==> src/rtl/chia_ena_param.sv <==
// chia_ena_param: prescaled 1 kHz base tick and phase-aligned enable pulses
// for the timing tree. It provides fixed rates, a switch-selected debounce
// rate and a runtime-programmable channel.
module chia_ena_param #(
    parameter int unsigned PRESCALE = 50_000,
    parameter int unsigned DIV_W    = 16
) (
    input  logic             ckht,
    input  logic             rst,
    input  logic             run,
    input  logic [1:0]       sw,
    input  logic             div_ld,
    input  logic [DIV_W-1:0] div_val,
    output logic             ena1khz,
    output logic             ena100hz,
    output logic             ena50hz,
    output logic             ena20hz,
    output logic             ena5hz,
    output logic             ena2hz,
    output logic             ena1hz,
    output logic             ena_db,
    output logic             ena_prog
);

    localparam int unsigned PRE_W = (PRESCALE > 1) ? $clog2(PRESCALE) : 1;
    localparam int unsigned CNT_W = 10;
    localparam int unsigned N_DIV = 6;

    // Tick divisors, fastest first; index 5 is the 1 Hz boundary.
    function automatic int unsigned div_of(input int unsigned idx);
        case (idx)
            0:       div_of = 10;
            1:       div_of = 20;
            2:       div_of = 50;
            3:       div_of = 200;
            4:       div_of = 500;
            default: div_of = 1000;
        endcase
    endfunction

    logic [PRE_W-1:0] r_pre;
    logic             w_tick;
    logic [N_DIV-1:0] w_hit;
    logic [1:0]       r_sel;
    logic             w_db;
    logic [DIV_W-1:0] r_div;
    logic [DIV_W-1:0] r_pcnt;
    logic             w_pdone;
    logic             w_prog;

    // Prescaler: free-running modulo PRESCALE, frozen while run is low.
    always_ff @(posedge ckht) begin
        if (rst) begin
            r_pre <= '0;
        end else if (run) begin
            r_pre <= (r_pre == PRE_W'(PRESCALE - 1)) ? '0 : r_pre + PRE_W'(1);
        end
    end

    assign w_tick = run && (r_pre == PRE_W'(PRESCALE - 1));

    // One tick counter per derived rate; a hit is the tick that wraps it.
    for (genvar gi = 0; gi < N_DIV; gi++) begin : g_div
        localparam int unsigned D = div_of(gi);
        logic [CNT_W-1:0] r_cnt;

        // Count base ticks modulo D.
        always_ff @(posedge ckht) begin
            if (rst) begin
                r_cnt <= '0;
            end else if (w_tick) begin
                r_cnt <= (r_cnt == CNT_W'(D - 1)) ? '0 : r_cnt + CNT_W'(1);
            end
        end

        assign w_hit[gi] = w_tick && (r_cnt == CNT_W'(D - 1));
    end

    // Debounce select only changes on a 1 Hz boundary, so no pulse is cut short.
    always_ff @(posedge ckht) begin
        if (rst || w_hit[5]) begin
            r_sel <= sw;
        end
    end

    // Mux uses the pre-update select, so the boundary pulse is always emitted.
    always_comb begin
        w_db = 1'b0;
        case (r_sel)
            2'b00:   w_db = w_hit[5];
            2'b01:   w_db = w_hit[2];
            2'b10:   w_db = w_hit[1];
            default: w_db = w_hit[0];
        endcase
    end

    assign w_pdone = w_tick && (r_div != '0) && (r_pcnt == r_div - DIV_W'(1));
    assign w_prog  = w_pdone && !div_ld;

    // Programmable channel: a load wins over a coincident tick.
    always_ff @(posedge ckht) begin
        if (rst) begin
            r_div  <= '0;
            r_pcnt <= '0;
        end else if (div_ld) begin
            r_div  <= div_val;
            r_pcnt <= '0;
        end else if (w_tick && (r_div != '0)) begin
            r_pcnt <= w_pdone ? '0 : r_pcnt + DIV_W'(1);
        end
    end

    // Output registers: one-cycle pulses, one cycle after the tick.
    always_ff @(posedge ckht) begin
        if (rst) begin
            ena1khz  <= 1'b0;
            ena100hz <= 1'b0;
            ena50hz  <= 1'b0;
            ena20hz  <= 1'b0;
            ena5hz   <= 1'b0;
            ena2hz   <= 1'b0;
            ena1hz   <= 1'b0;
            ena_db   <= 1'b0;
            ena_prog <= 1'b0;
        end else begin
            ena1khz  <= w_tick;
            ena100hz <= w_hit[0];
            ena50hz  <= w_hit[1];
            ena20hz  <= w_hit[2];
            ena5hz   <= w_hit[3];
            ena2hz   <= w_hit[4];
            ena1hz   <= w_hit[5];
            ena_db   <= w_db;
            ena_prog <= w_prog;
        end
    end

endmodule
==> config.mk <==
export PLATFORM = sky130hd
export DESIGN_NAME = chia_ena_param
export DESIGN_NICKNAME = d
export VERILOG_FILES = /design/src/rtl/chia_ena_param.sv
export SDC_FILE = /design/constraint.sdc
export NUM_CORES = 1
export LEC_CHECK = 0
export ABC_CLOCK_PERIOD_IN_PS = 2800
export CORE_AREA = 2 2 115 117
export CTS_BUF_LIST = sky130_fd_sc_hd__clkbuf_2
export CTS_CLUSTER_SIZE = 10
export DETAILED_ROUTE_END_ITERATION = 10
export DIE_AREA = 0 0 117 119
export PLACE_DENSITY = 0.73
export SKIP_LAST_GASP = 1
export SYNTH_ARGS = -nofsm -noshare
export SYNTH_HDL_FRONTEND = slang
export SYNTH_SLANG_ARGS = --single-unit
==> constraint.sdc <==
create_clock -name ckht -period 2.8 [get_ports ckht]
set_clock_uncertainty 0.15 [all_clocks]
set_input_delay 0.28 -clock ckht [delete_from_list [all_inputs] [get_ports ckht]]
set_output_delay 0.28 -clock ckht [all_outputs]
set_load 0.1 [all_outputs]
Yosys cells after proc, flatten, opt, wreduce, memory -nomap -nowiden. Index checks and enable logic that the tools add are counted.

Register bits: 119. Bits in latches: 0. Bits in writable memories: 0. ROM bits: 0. Input port bits: 22. Memories: 0.

Add/sub/neg operators: 9. Multiply operators: 0. Divide/modulo/power cells: 0. Order comparisons: 0. Equal/unequal tests: 10. Shift operators: 0. Muxes and demuxes: 9. Bitwise operators: 0. Reduce and logical (&&, ||, !) cells: 15.

Operators with widths (count): $add 10x1->10 const B (6); $mux 10 (6); $add 16x1->16 const B (2); $mux 16 (2); $eq 16x16->1 (1); $eq 16x16->1 const B (1); $reduce_bool 16->1 (1); $sub 16x1->16 const B (1); $eq 10x10->1 const B (1); $eq 10x4->1 const B (1); $eq 10x5->1 const B (1); $eq 10x6->1 const B (1); $eq 10x8->1 const B (1); $eq 10x9->1 const B (1); $logic_and 1x1->1 (10); $pmux 1 s3 (1); $eq 2x1->1 const B (1); $eq 2x2->1 const B (1); $logic_not 2->1 (1); $reduce_or 2->1 (1); $logic_not 1->1 (1); $logic_or 1x1->1 (1).

Depth between registers and ports, before layout.
Depth after elaboration: 5. Mapped depth: 9. Mapped depth without buffers: 8.

Worst setup path after synthesis. OpenSTA, ideal clock, no wires.

Path type: reg2reg. Start: register r_pre[5]. End: register r_pcnt[0]. Library setup time: 132 ps. Data arrival time: 2370 ps. Slack: 148 ps. Cell stages (with the launch flop): 8. Buffers on the path: 1. Clock period less this slack: 2652 ps. Cells stage by stage: dfxtp_1 -> or4b_4 -> or4_4 -> nor2_4 -> nand4_1 -> nor4_4 -> buf_6 -> nor3_1.

Cells in the longest elaborated chain, start to end: 5.

Ends and longest elaborated chain: start, declared (RTL line 41) `logic [PRE_W-1:0] r_pre;`; start signal, assigned (RTL line 56) `r_pre <= (r_pre == PRE_W'(PRESCALE - 1)) ? '0 : r_pre + PRE_W'(1);`; $eq 16x16->1 * (RTL line 60) `assign w_tick = run && (r_pre == PRE_W'(PRESCALE - 1));`; $logic_and 1x1->1 * (RTL line 60); $logic_and 1x1->1 * (RTL line 97, 108); $logic_and 1x1->1 (RTL line 97) `assign w_pdone = w_tick && (r_div != '0) && (r_pcnt == r_div - DIV_W'(1));`; $mux 16 (RTL line 109) `r_pcnt <= w_pdone ? '0 : r_pcnt + DIV_W'(1);`; end signal, assigned (RTL line 109); end, declared (RTL line 47) `logic [DIV_W-1:0] r_pcnt;`.

Every way passes the cells marked *; elsewhere a longest branch is shown, timed or not. A chain may end at the register's enable or synchronous reset.

Final worst setup path.
Start: register r_div[2]. End: register r_pcnt[13].

Cells in the longest elaborated chain, start to end: 4. Elaborated cells between the ends (all ways): 6.

Ends and longest elaborated chain: start, declared (RTL line 46) `logic [DIV_W-1:0] r_div;`; start signal, assigned (RTL line 106) `r_div <= div_val;`; $sub 16x1->16 / $reduce_bool 16->1 (equally long branches) (RTL line 97, 108); $eq 16x16->1 / $logic_and 1x1->1 (equally long branches) (RTL line 97, 108); $logic_and 1x1->1 (RTL line 97); $mux 16 (RTL line 109).

Several ways; a longest one is shown, not always the timed one.

==> flow_summary.yaml <==
outcome:
  outcome: "finished, final reports clean"
synth:
  synth_top_family_by_area: "simple AND/OR/NAND/NOR gates"
  synth_simple_gate_area_share_pct: 28.75
  async_reset_ff_share_pct: 0
  syn_area_um2: 5632
  postSynthAreaPerCell_um2: 8.718
  ys.flop_type: "dfxtp_1"
  ys_top_cells_by_count: "117 x dfxtp_1, 100 x nor2_1, 46 x nand2_1"
  syn_inst: 646
  synthMostInstantiatedCell: "dfxtp_1"
  synthAdderAreaFrac_pct: 2.666
  netlist_top_cells_area: "dfxtp_1 42%, nor2_1 6.7%, xor2_1 6.5%"
  yosysTopAreaCellShare_pct: 41.59
  synth-compound-area-share_pct: 7.309
  synth_nets: 680
  yosys.cell_types.count: 52
  synth_largest_area_cell: "dfxtp_1"
  synth_edf_count: 2
  ys_seq_area_share_pct: 42.66
  synth_mux_area_share_pct: 3.377
  synthXorXnorAreaFrac_pct: 12.29
  synth_warnings: 0
  ys_ff_latch: 119
place:
  io_buffers: 30
  dp_hpwl_um: 8470
  gp_congestion: 0.9096
  dp_cells: 849
setup_path:
  crit_chain: "or4_4, or4_1, a22oi_2, nand4_1, nor4_4, buf_4, nor3_1"
  startpoint_type: "flip-flop"
  crit_fanout: 9
  path_delay_family: "simple AND/OR/NAND/NOR gates"
  critPathSlowestCell: "or4_4"
  end_kind: "flip-flop"
  worst-setup-path-type: "reg -> reg"
  cp.arrival_ns: 3.04
  crit_buf_inv: 1
  cp.required_ns: 3.21
  cpPeakStageDelay_ns: 0.56
routing:
  drt-wirelength-per-cell_um: 13.36
  drc: 0
  via_per_inst: 5.262
  num_vias: 4657
  ant_nets: 0
  first_iter_violations: 239
  firstDrtPassIters: 5
  finalWirelength_um: 11820
timing:
  setup_viol: 0
  fmax_mhz: 379.9
  slew_headroom_pct: 61.68
  final-hold-violation-count: 0
  drv_slew: 0
  min_period_ns: 2.632
  grt_setup_unrepaired: "no"
  hold_ws_ns: 0.06508
  fin_crit_sh_pct: 94.00
  tightest_slew_ns: 0.5704
cts:
  htree_num_levels: 4
  cts_buffer_depth: 2
  cts_buffers: 17
  cts_root_buffer: "clkbuf_2"
  cts.clk_slew.worst_paths_ns: 0.17
  clk_latency_ns: 0.66
  cts_sinks: 119
  tritoncts: "built"
cells_and_area:
  final_cell_count_no_fill: 885
  layout-drive-gt1-share_pct: 10.58
  diodes: 0
  area_delta_synth_final_pct: 14.95
  nNetsFinal: 730
  final_util_pct: 50.28
hold_path:
  min-delay-path-class: "in -> reg"
power:
  power.density_nw_per_um2: 478.1
  total_leakage_power_nw: 2.318
  power_frac_seq_pct: 56.4
  p_switching_mw: 0.7634
  p_int_mw: 2.332
  ir_worst_vdd_mv: 0.2128
  clkPwrFrac_pct: 36.0
  comb_power_share_pct: 7.6
  swShare_pct: 24.67
global_route:
  grt_pass1_wl_um: 20240
  gr-total-overflow: 0
  grt_util_all_layers_pct: 17.99
  antenna_found_initial: 0
  first_global_vias: 4544
  grt_max_degree: 36
die:
  start_util_pct: 43.74
  core_um2: 12870
  die_y_um: 119
  die_width_um: 117
  ios: 31
  dieArea_um2: 13920
  rows: 42
run:
  cap_viol_max_count: 0
[power groups by stage]
stage | Sequential (mW) | Combinational (mW) | Clock, mW
final | 1.75 | 0.235 | 1.12
after global routing | 1.75 | 0.254 | 1.22
after CTS | 1.75 | 0.232 | 1.15
after detailed placement | 1.78 | 0.225 | 0
after global placement | 1.78 | 0.220 | 0
after floorplan | 1.78 | 0.146 | 0
[kinds of logic after synthesis]
kind of cell	Yosys count
and+or+nand+nor	306
DFF	119
buffers and inverters	40
adders and majority gates	12
muxes	19
xor gates and xnor gates	79
AOI/OAI and AO/OA	71
[through the flow]
step	setup slack (ns)	setup TNS [ns]	instance area [um^2]	power [mW]
after floorplan	0.1479	0	5632	1.923
after global placement	-0.01128	-0.05967	6186	1.999
after detailed placement	-0.1207	-1.536	6186	2.006
after CTS	0.09621	0	6462	3.125
after global routing	0.02406	0	6474	3.228
final	0.1680	0	6474	3.095
[path summary, 6_finish.rpt]
kind                          start                end  slack [ns]  depth (start not counted)
hold reg to reg   g_div[4].r_cnt[1]  g_div[4].r_cnt[1]        0.33                          2
setup reg to reg           r_div[2]         r_pcnt[13]        0.17                          7
hold / removal          div_val[12]          r_div[12]        0.07                          3
setup / recovery           r_div[2]         r_pcnt[13]        0.17                          7
[repair_timing]
item                                    4_1_cts  5_1_grt
endpoints found under the setup margin        0       15
setup buffers                                 0        0
hold endpoints to repair                      4        0
hold buffers                                  4        0
resized for setup                             0        3
[sequential cells by signal (all words and copies together) (netlist names), 2 cells and up]
| register | flops |
|---|---|
| r_pre | 16 |
| g_div.r_cnt | 60 |
| r_pcnt | 16 |
| r_sel | 2 |
| r_div | 16 |
[cell usage in the layout, fill, tap and decap left out, drive strengths merged, types with 3 or more instances in the layout]
master / n
nor2: 101
dlygate4sd3: 4
nand2b: 3
dfxtp: 117
or2: 6
o21ai: 24
ha: 12
or4: 8
clkbuf: 21
bufinv: 3
o21bai: 5
inv: 18
clkinv: 7
nand3: 17
nand2: 46
clkdlybuf4s50: 21
xnor2: 37
xor2: 42
nor3: 32
and4: 3
and3: 8
nand4b: 3
mux2i: 19
o31ai: 3
nand4: 31
nor4b: 5
and2: 3
nor4: 7
or3: 25
a21oi: 28
buf: 28
[worst reg2reg max path, delay by kind of cell (launching register included)]
kind,cells,cell delay (ns)
AND/OR/NAND/NOR,5,1.60
flip-flops,1,0.37
buffers and inverters,1,0.21
AO/OA/AOI/OAI,1,0.20
[layer usage]
| metal | part of all wire [%] | GRT usage, % | up-vias |
|---|---|---|---|
| met1 | 46 | 21.94 | 2215 |
| met5 | 0 | 0 | - |
| met3 | 3.8 | 5.293 | 11 |
| met2 | 49 | 29.99 | 79 |
| met4 | 1.3 | 6.250 | 0 |
| li1 | - | - | 2352 |
[area by class of cell]
cell class / count / area [um^2]
fill: 1196 / 6401
sequential: 119 / 2404
multi-input combinational: 487 / 3073
clock inverter: 11 / 131.4
tap: 176 / 220.2
inverter: 18 / 67.56
timing repair buffer: 53 / 473.0
clock buffer: 21 / 105.1
Note: power is estimated with default switching activity, not from simulation.
